[src/rtl/tdc_gpx_pkg.sv]
// Shared TDC-GPX definitions: bus widths, register indices, arbiter
// state encoding, the captured command record and the grant helper.
package tdc_gpx_pkg;

   localparam int TDC_ADDR_W = 4;
   localparam int TDC_DATA_W = 28;

   localparam logic [TDC_ADDR_W-1:0] REG_FIFO1 = 4'd8;
   localparam logic [TDC_ADDR_W-1:0] REG_RESET = 4'd4;

   typedef enum logic [1:0] {
      IDLE  = 2'd0,
      ISSUE = 2'd1,
      WAIT  = 2'd2
   } arb_state_t;

   // One command as captured from a requester and replayed downstream.
   typedef struct packed {
      logic                  read_write;
      logic [TDC_ADDR_W-1:0] addr;
      logic [TDC_DATA_W-1:0] data;
   } tdc_cmd_t;

   // Requester 0 has priority; requester 1 wins when it is the only one
   // waiting, or when it has been passed over often enough.
   function automatic logic pick_req1(input logic slot0_full,
                                      input logic slot1_full,
                                      input logic starved);
      return slot1_full && (!slot0_full || starved);
   endfunction

endpackage

[src/rtl/tdc_rw_arbiter_if.sv]
// Signal bundle between the two requesters, the arbiter and the
// downstream TDC-GPX read/write controller. The master side is the
// environment (requesters plus downstream controller), the slave side
// is the arbiter.
interface tdc_rw_arbiter_if;
   import tdc_gpx_pkg::*;

   // requester 0 (acquisition controller)
   logic                  req0_mem_op;
   logic                  req0_read_write;
   logic [TDC_ADDR_W-1:0] req0_addr;
   logic [TDC_DATA_W-1:0] req0_data_in;
   logic                  req0_ready;
   logic [TDC_DATA_W-1:0] req0_data_out;
   logic                  req0_data_ready;
   logic                  req0_done;

   // requester 1 (host register access)
   logic                  req1_mem_op;
   logic                  req1_read_write;
   logic [TDC_ADDR_W-1:0] req1_addr;
   logic [TDC_DATA_W-1:0] req1_data_in;
   logic                  req1_ready;
   logic [TDC_DATA_W-1:0] req1_data_out;
   logic                  req1_data_ready;
   logic                  req1_done;

   // downstream controller port
   logic                  rw_ready;
   logic [TDC_DATA_W-1:0] rw_data_out;
   logic                  rw_data_ready;
   logic                  rw_mem_op;
   logic                  rw_read_write;
   logic [TDC_ADDR_W-1:0] rw_addr;
   logic [TDC_DATA_W-1:0] rw_data_in;

   modport master (
      output req0_mem_op, req0_read_write, req0_addr, req0_data_in,
      input  req0_ready, req0_data_out, req0_data_ready, req0_done,
      output req1_mem_op, req1_read_write, req1_addr, req1_data_in,
      input  req1_ready, req1_data_out, req1_data_ready, req1_done,
      output rw_ready, rw_data_out, rw_data_ready,
      input  rw_mem_op, rw_read_write, rw_addr, rw_data_in
   );

   modport slave (
      input  req0_mem_op, req0_read_write, req0_addr, req0_data_in,
      output req0_ready, req0_data_out, req0_data_ready, req0_done,
      input  req1_mem_op, req1_read_write, req1_addr, req1_data_in,
      output req1_ready, req1_data_out, req1_data_ready, req1_done,
      input  rw_ready, rw_data_out, rw_data_ready,
      output rw_mem_op, rw_read_write, rw_addr, rw_data_in
   );

endinterface

[src/rtl/tdc_rw_req_slot.sv]
// One-deep request slot: captures a strobed command, tracks whether it
// is still waiting for a grant, and keeps ready low until the granted
// transaction has completed. Flags strobes that arrive while not ready.
module tdc_rw_req_slot
   import tdc_gpx_pkg::*;
(
   input  logic     clk,
   input  logic     reset,
   input  logic     mem_op,
   input  tdc_cmd_t cmd_in,
   input  logic     take,      // arbiter has copied the command out
   input  logic     complete,  // transaction of this requester finished
   output logic     valid,
   output tdc_cmd_t cmd,
   output logic     ready,
   output logic     overrun
);

   logic     valid_reg;
   logic     ready_reg;
   tdc_cmd_t cmd_reg;

   // Capture on an accepted strobe; release the slot on grant and
   // reopen the requester only once its transaction has completed.
   always_ff @(posedge clk or posedge reset) begin
      if (reset) begin
         valid_reg <= 1'b0;
         ready_reg <= 1'b1;
         cmd_reg   <= '0;
      end else if (mem_op && ready_reg) begin
         valid_reg <= 1'b1;
         ready_reg <= 1'b0;
         cmd_reg   <= cmd_in;
      end else begin
         if (take) begin
            valid_reg <= 1'b0;
         end
         if (complete) begin
            ready_reg <= 1'b1;
         end
      end
   end

   assign valid   = valid_reg;
   assign cmd     = cmd_reg;
   assign ready   = ready_reg;
   assign overrun = mem_op && !ready_reg;

endmodule

[src/rtl/tdc_rw_arbiter.sv]
// Two-requester arbiter for the single TDC-GPX read/write controller
// port: fixed priority to requester 0 with a starvation guard for
// requester 1, and a completion timeout so a hung cycle frees the port.
module tdc_rw_arbiter
   import tdc_gpx_pkg::*;
#(
   parameter int STARVE_LIMIT   = 8,
   parameter int TIMEOUT_CYCLES = 255
) (
   input  logic            clk,
   input  logic            reset,
   tdc_rw_arbiter_if.slave bus,
   output logic            err_timeout,
   output logic            err_overrun
);

   localparam int         STARVE_W     = $clog2(STARVE_LIMIT + 1);
   localparam logic [7:0] TIMEOUT_LAST = 8'(TIMEOUT_CYCLES - 1);

   arb_state_t          state_reg, state_next;
   logic                grant_reg, grant_next;
   logic [STARVE_W-1:0] starve_reg, starve_next;
   logic [7:0]          wait_cnt_reg, wait_cnt_next;
   logic                rw_mem_op_reg;
   tdc_cmd_t            rw_cmd_reg;
   logic                err_timeout_reg;
   logic                err_overrun_reg;

   logic [1:0]            strobe;
   logic [1:0]            slot_valid;
   logic [1:0]            slot_ready;
   logic [1:0]            slot_overrun;
   logic [1:0]            slot_take;
   logic [1:0]            slot_complete;
   logic [1:0]            req_done;
   logic [1:0]            req_data_ready;
   tdc_cmd_t              slot_cmd_in [2];
   tdc_cmd_t              slot_cmd    [2];
   logic [TDC_DATA_W-1:0] req_data_out [2];

   logic load_cmd;
   logic finish;
   logic read_ok;
   logic timed_out;

   assign strobe         = {bus.req1_mem_op, bus.req0_mem_op};
   assign slot_cmd_in[0] = {bus.req0_read_write, bus.req0_addr, bus.req0_data_in};
   assign slot_cmd_in[1] = {bus.req1_read_write, bus.req1_addr, bus.req1_data_in};

   for (genvar gi = 0; gi < 2; gi++) begin : gen_req
      logic                  mine;
      logic [TDC_DATA_W-1:0] data_out_reg;
      logic                  data_ready_reg;
      logic                  done_reg;

      assign mine              = (grant_reg == 1'(gi));
      assign slot_take[gi]     = load_cmd && (grant_next == 1'(gi));
      assign slot_complete[gi] = finish && mine;

      tdc_rw_req_slot u_slot (
         .clk      (clk),
         .reset    (reset),
         .mem_op   (strobe[gi]),
         .cmd_in   (slot_cmd_in[gi]),
         .take     (slot_take[gi]),
         .complete (slot_complete[gi]),
         .valid    (slot_valid[gi]),
         .cmd      (slot_cmd[gi]),
         .ready    (slot_ready[gi]),
         .overrun  (slot_overrun[gi])
      );

      // Completion pulses and read-data capture for this requester; an
      // aborted read leaves the previous read result untouched.
      always_ff @(posedge clk or posedge reset) begin
         if (reset) begin
            data_out_reg   <= '0;
            data_ready_reg <= 1'b0;
            done_reg       <= 1'b0;
         end else begin
            done_reg       <= finish && mine;
            data_ready_reg <= read_ok && mine;
            if (read_ok && mine) begin
               data_out_reg <= bus.rw_data_out;
            end
         end
      end

      assign req_data_out[gi]   = data_out_reg;
      assign req_done[gi]       = done_reg;
      assign req_data_ready[gi] = data_ready_reg;
   end

   // Next-state, grant choice, starvation count and completion detection.
   always_comb begin
      state_next    = state_reg;
      grant_next    = grant_reg;
      starve_next   = starve_reg;
      wait_cnt_next = wait_cnt_reg;
      load_cmd      = 1'b0;
      finish        = 1'b0;
      read_ok       = 1'b0;
      timed_out     = 1'b0;
      case (state_reg)
         IDLE: begin
            if (bus.rw_ready && (slot_valid != 2'b00)) begin
               state_next = ISSUE;
               load_cmd   = 1'b1;
               if (pick_req1(slot_valid[0], slot_valid[1],
                             starve_reg >= STARVE_W'(STARVE_LIMIT))) begin
                  grant_next  = 1'b1;
                  starve_next = '0;
               end else begin
                  grant_next = 1'b0;
                  if (slot_valid[1]) begin
                     starve_next = starve_reg + STARVE_W'(1);
                  end
               end
            end
         end
         ISSUE: begin
            state_next    = WAIT;
            wait_cnt_next = '0;
         end
         WAIT: begin
            wait_cnt_next = wait_cnt_reg + 8'd1;
            if (rw_cmd_reg.read_write) begin
               if (bus.rw_data_ready) begin
                  finish  = 1'b1;
                  read_ok = 1'b1;
               end
            end else if (bus.rw_ready && (wait_cnt_reg != 8'd0)) begin
               // the first WAIT cycle is too early: the controller may
               // not have dropped rw_ready yet after the strobe
               finish = 1'b1;
            end
            if (!finish && (wait_cnt_reg == TIMEOUT_LAST)) begin
               finish    = 1'b1;
               timed_out = 1'b1;
            end
            if (finish) begin
               state_next = IDLE;
            end
         end
         default: state_next = IDLE;
      endcase
   end

   // FSM, grant and counter registers.
   always_ff @(posedge clk or posedge reset) begin
      if (reset) begin
         state_reg    <= IDLE;
         grant_reg    <= 1'b0;
         starve_reg   <= '0;
         wait_cnt_reg <= '0;
      end else begin
         state_reg    <= state_next;
         grant_reg    <= grant_next;
         starve_reg   <= starve_next;
         wait_cnt_reg <= wait_cnt_next;
      end
   end

   // Downstream strobe and command, held from ISSUE until the next grant.
   always_ff @(posedge clk or posedge reset) begin
      if (reset) begin
         rw_mem_op_reg <= 1'b0;
         rw_cmd_reg    <= '{read_write: 1'b1, addr: '0, data: '0};
      end else begin
         rw_mem_op_reg <= (state_next == ISSUE);
         if (load_cmd) begin
            rw_cmd_reg <= slot_cmd[grant_next];
         end
      end
   end

   // Sticky error flags, cleared only by reset.
   always_ff @(posedge clk or posedge reset) begin
      if (reset) begin
         err_timeout_reg <= 1'b0;
         err_overrun_reg <= 1'b0;
      end else begin
         err_timeout_reg <= err_timeout_reg | timed_out;
         err_overrun_reg <= err_overrun_reg | (|slot_overrun);
      end
   end

   assign bus.rw_mem_op       = rw_mem_op_reg;
   assign bus.rw_read_write   = rw_cmd_reg.read_write;
   assign bus.rw_addr         = rw_cmd_reg.addr;
   assign bus.rw_data_in      = rw_cmd_reg.data;

   assign bus.req0_ready      = slot_ready[0];
   assign bus.req0_data_out   = req_data_out[0];
   assign bus.req0_data_ready = req_data_ready[0];
   assign bus.req0_done       = req_done[0];
   assign bus.req1_ready      = slot_ready[1];
   assign bus.req1_data_out   = req_data_out[1];
   assign bus.req1_data_ready = req_data_ready[1];
   assign bus.req1_done       = req_done[1];

   assign err_timeout = err_timeout_reg;
   assign err_overrun = err_overrun_reg;

endmodule

[src/flat_wrapper.sv]
// flat-port wrapper written by rule: the top's interface ports become plain ports
module tdc_rw_arbiter_flat import tdc_gpx_pkg::*;
#(
   parameter int STARVE_LIMIT   = 8,
   parameter int TIMEOUT_CYCLES = 255
)
  (clk, reset, err_timeout, err_overrun, bus_req0_mem_op, bus_req0_read_write, bus_req0_addr, bus_req0_data_in, bus_req0_ready, bus_req0_data_out, bus_req0_data_ready, bus_req0_done, bus_req1_mem_op, bus_req1_read_write, bus_req1_addr, bus_req1_data_in, bus_req1_ready, bus_req1_data_out, bus_req1_data_ready, bus_req1_done, bus_rw_ready, bus_rw_data_out, bus_rw_data_ready, bus_rw_mem_op, bus_rw_read_write, bus_rw_addr, bus_rw_data_in);
  tdc_rw_arbiter_if bus_i ();
  input  logic clk;
  input  logic reset;
  output logic err_timeout;
  output logic err_overrun;
  input wire logic [$bits(bus_i.req0_mem_op)-1:0] bus_req0_mem_op;
  input wire logic [$bits(bus_i.req0_read_write)-1:0] bus_req0_read_write;
  input wire logic [$bits(bus_i.req0_addr)-1:0] bus_req0_addr;
  input wire logic [$bits(bus_i.req0_data_in)-1:0] bus_req0_data_in;
  output wire logic [$bits(bus_i.req0_ready)-1:0] bus_req0_ready;
  output wire logic [$bits(bus_i.req0_data_out)-1:0] bus_req0_data_out;
  output wire logic [$bits(bus_i.req0_data_ready)-1:0] bus_req0_data_ready;
  output wire logic [$bits(bus_i.req0_done)-1:0] bus_req0_done;
  input wire logic [$bits(bus_i.req1_mem_op)-1:0] bus_req1_mem_op;
  input wire logic [$bits(bus_i.req1_read_write)-1:0] bus_req1_read_write;
  input wire logic [$bits(bus_i.req1_addr)-1:0] bus_req1_addr;
  input wire logic [$bits(bus_i.req1_data_in)-1:0] bus_req1_data_in;
  output wire logic [$bits(bus_i.req1_ready)-1:0] bus_req1_ready;
  output wire logic [$bits(bus_i.req1_data_out)-1:0] bus_req1_data_out;
  output wire logic [$bits(bus_i.req1_data_ready)-1:0] bus_req1_data_ready;
  output wire logic [$bits(bus_i.req1_done)-1:0] bus_req1_done;
  input wire logic [$bits(bus_i.rw_ready)-1:0] bus_rw_ready;
  input wire logic [$bits(bus_i.rw_data_out)-1:0] bus_rw_data_out;
  input wire logic [$bits(bus_i.rw_data_ready)-1:0] bus_rw_data_ready;
  output wire logic [$bits(bus_i.rw_mem_op)-1:0] bus_rw_mem_op;
  output wire logic [$bits(bus_i.rw_read_write)-1:0] bus_rw_read_write;
  output wire logic [$bits(bus_i.rw_addr)-1:0] bus_rw_addr;
  output wire logic [$bits(bus_i.rw_data_in)-1:0] bus_rw_data_in;
  assign bus_i.req0_mem_op = bus_req0_mem_op;
  assign bus_i.req0_read_write = bus_req0_read_write;
  assign bus_i.req0_addr = bus_req0_addr;
  assign bus_i.req0_data_in = bus_req0_data_in;
  assign bus_req0_ready = bus_i.req0_ready;
  assign bus_req0_data_out = bus_i.req0_data_out;
  assign bus_req0_data_ready = bus_i.req0_data_ready;
  assign bus_req0_done = bus_i.req0_done;
  assign bus_i.req1_mem_op = bus_req1_mem_op;
  assign bus_i.req1_read_write = bus_req1_read_write;
  assign bus_i.req1_addr = bus_req1_addr;
  assign bus_i.req1_data_in = bus_req1_data_in;
  assign bus_req1_ready = bus_i.req1_ready;
  assign bus_req1_data_out = bus_i.req1_data_out;
  assign bus_req1_data_ready = bus_i.req1_data_ready;
  assign bus_req1_done = bus_i.req1_done;
  assign bus_i.rw_ready = bus_rw_ready;
  assign bus_i.rw_data_out = bus_rw_data_out;
  assign bus_i.rw_data_ready = bus_rw_data_ready;
  assign bus_rw_mem_op = bus_i.rw_mem_op;
  assign bus_rw_read_write = bus_i.rw_read_write;
  assign bus_rw_addr = bus_i.rw_addr;
  assign bus_rw_data_in = bus_i.rw_data_in;
  tdc_rw_arbiter #(.STARVE_LIMIT(STARVE_LIMIT), .TIMEOUT_CYCLES(TIMEOUT_CYCLES)) u_core (.clk(clk), .reset(reset), .bus(bus_i), .err_timeout(err_timeout), .err_overrun(err_overrun));
endmodule
[config.mk]
export PLATFORM = sky130hd
export DESIGN_NAME = tdc_rw_arbiter_flat
export DESIGN_NICKNAME = d
export VERILOG_FILES = /design/src/rtl/tdc_gpx_pkg.sv /design/src/rtl/tdc_rw_arbiter_if.sv /design/src/rtl/tdc_rw_req_slot.sv /design/src/rtl/tdc_rw_arbiter.sv /design/src/flat_wrapper.sv
export SDC_FILE = /design/constraint.sdc
export NUM_CORES = 1
export LEC_CHECK = 0
export CAP_MARGIN = 20
export CORE_AREA = 8 8 148 164
export CTS_CLUSTER_DIAMETER = 80
export DETAILED_ROUTE_END_ITERATION = 10
export DIE_AREA = 0 0 156 172
export GPL_TIMING_DRIVEN = 1
export SYNTH_ARGS = -nofsm -noshare
export SYNTH_HDL_FRONTEND = slang
export SYNTH_SLANG_ARGS = --single-unit
[constraint.sdc]
create_clock -name clk -period 16.35 [get_ports clk]
set_input_delay 4.0875 -clock clk [delete_from_list [all_inputs] [get_ports clk]]
set_output_delay 4.0875 -clock clk [all_outputs]
set_load 0.005 [all_outputs]
==> impl_metrics.toml <==
[route]
route.vias.total = 5100
drtIter0Drc = 231
drt-pass1-iter-count = 4
ant_nets = 0
remaining_drc_errors = 0
routed_wl_um = 18330
viasPerCell = 4.636
post_drt_wl_per_cell_um = 16.66

[critical_path]
r2r_slack_ns = 13.99
cp.arrival_ns = 6.12
start_kind = "input port"
crit-reg2reg-capture = "u_core.bus.req1_data_out[2]"
r2r_start = "u_core.state_reg[0]"
crit_type = "in2async"
reg2regPathDepth = 7
critPathCaptureType = "async pin"
worstPathMaxFanout = 70
required_ns = 16.78

[sta]
min_period_ns = 5.689
slew_headroom_pct = 37.41
finalCritPeriodShare_pct = 34.80
hold_viol_final = 0
fin_tns_setup_ns = 0
whs_ns = 0.4750
maxSlewViolCount = 0
setup_violations = 0
fin_skew_ns = 0.009909
fmax_mhz = 175.8
rsz0062_at_grt = "false"
tightest_slew_ns = 0.9356

[cts]
cts.reportedPaths.clkPinSlew_ns = 0.07
postCtsHoldBufs = 0
clock_path_buffers = 2
root_buffer = "clkbuf_16"
cts.htree.levels = 4
clk_latency_ns = 0.42
clock-sinks = 181
cts_inserted_buffers = 17
postCtsSetupBuffers = 0
cts_tree = "done"
cts.repair.resized = 0

[final_layout]
synthToLayoutAreaGrowth_pct = 39.18
regArea_sq_um = 4533
final_util_pct = 47.37
final_cell_mix = "clkdlybuf4s50_1, dfrtp_1, nand2_1"
finalNonFillerCells = 1100
largest_reg_flops = 66
multiInputGateArea_sq_um = 2628
final_common_cell = "clkdlybuf4s50_1"
layout.nets = 901
drive_gt1_share_pct = 18.01
nFillCells = 1988
diodes = 0

[placed_design]
hpwl_um = 12620
dpl.cell_count = 1067
gp_congestion = 0.7473
port_buffers = 197

[floorplan]
die_w_um = 156
die_area_sq_um = 26830
die_h_um = 172
core_area_sq_um = 21610
start_util_pct = 34.03
num_io_pins = 198
fp-row-count = 57

[global_route]
grt.total_usage_pct = 14.02
grt_first_pass_wirelength_um = 29510
grt_max_degree = 113
grt_pass1_vias = 5493
antenna_found_initial = 3
gr-total-overflow = 0

[logic_synthesis]
syn-num-nets = 707
ys_warn_count = 0
ys_ff_latch = 181
ys_seq_area_share_pct = 61.64
synth_area_per_cell_sq_um = 12.30
syn_area_sq_um = 7355
syn_inst = 598
yosys.cell_types.count = 38

[power_and_ir_drop]
switching_share_pct = 30.02
net-switching-power_w = 0.0005257
clkPwrFrac_pct = 23.8
pwr-share-seq_pct = 42.6
total_power_w = 0.001751
vdd_ir_drop_max_mv = 0.06778
p_leak_nw = 4.805
pwr-share-comb_pct = 33.6
powerDensity_nw_per_um2 = 171.1
power.internal_w = 0.001225

[min_path]
min-delay-start = "u_core.bus.req1_data_out[7]"
whs_path_depth = 2
whs_endpoint = "u_core.bus.req1_data_out[7]"
worst_hold_path_type = "reg2reg"

[status]
status = "finished clean"

[run]
drv_cap = 0
per-stage QoR:
stage,setup slack [ns],area [sq um]
2_1_floorplan,7.352,7355
3_3_place_gp,9.928,9608
3_5_place_dp,9.935,9608
4_1_cts,10.42,10210
5_1_grt,10.30,10240
6_report,10.66,10240
worst max path at each step:
stage	from	end	slack [ns]	depth (start not counted)
floorplan	reset	u_core.bus.req0_data_out[0]	7.35	1
detailed placement	reset	u_core.bus.req1_data_out[20]	9.94	3
global route	reset	u_core.bus.req1_data_out[15]	10.30	4
CTS	reset	u_core.bus.req1_data_out[15]	10.42	3
global placement	reset	u_core.bus.req0_data_out[8]	9.93	3
finish	reset	u_core.bus.req1_data_out[13]	10.66	4
cell type report:
type                       count  share of cell area (%)
timing repair buffer         204                   19.97
clock inverter                12                   1.308
multi-input combinational    373                   25.67
sequential                   181                   44.29
inverter                      15                  0.5989
tap                          295                   3.606
clock buffer                  20                   4.559
synthesized netlist by cell type (all sizes together):
master,count,area [sq um]
dfrtp,178,4454
a211oi,1,12.51
dfstp,3,78.83
nor4b,1,8.760
a22o,1,8.760
o41ai,1,8.760
a31o,1,8.760
o211a,1,10.01
nand2b,2,12.51
inv,15,56.30
a21oi,4,20.02
nor3,3,15.01
o22ai,1,6.260
nand3,7,35.03
o31ai,4,30.03
nor2,4,15.01
or3,1,6.260
mux2i,35,350.3
mux2,94,1059
o211ai,1,12.51
nand4,4,31.28
nand2,138,518.0
o2bb2ai,1,8.760
a21o,5,38.79
ha,9,112.6
buf,19,113.9
clkbuf,10,37.54
nor4,3,18.77
o21ai,48,244.0
a22oi,1,7.510
o21a,2,15.01
power by group through the flow:
stage / registers, W / logic, W / clock network [W]
3_5_place_dp: 0.000754 / 0.000601 / 0
6_report: 0.000745 / 0.000589 / 0.000417
5_1_grt: 0.000772 / 0.000654 / 0.000449
4_1_cts: 0.000747 / 0.000602 / 0.000432
3_3_place_gp: 0.000752 / 0.000588 / 0
2_1_floorplan: 0.000733 / 0.000293 / 0
critical path: stages:
cell	delay [ns]
clkdlybuf4s50_1	0.47
inv_6	0.36
buf_16	0.33
buf_4	0.75
cells by family (layout without fill, tap and decap cells):
group,after synthesis,in the layout,synth area share [%]
compound gates,72,72,5.870
fa+ha+maj,9,9,1.531
buf+inv,44,251,2.824
flops,181,181,61.64
mux,129,129,19.16
simple gates,163,163,8.983
routing by layer:
metal / track usage, % / routed length (um)
met3: 6.525 / 1922
met4: 3.801 / 197
met5: 0 / 41
met1: 17.22 / 7966
met2: 21.84 / 8202
Note: power is estimated with default switching activity, not from simulation.
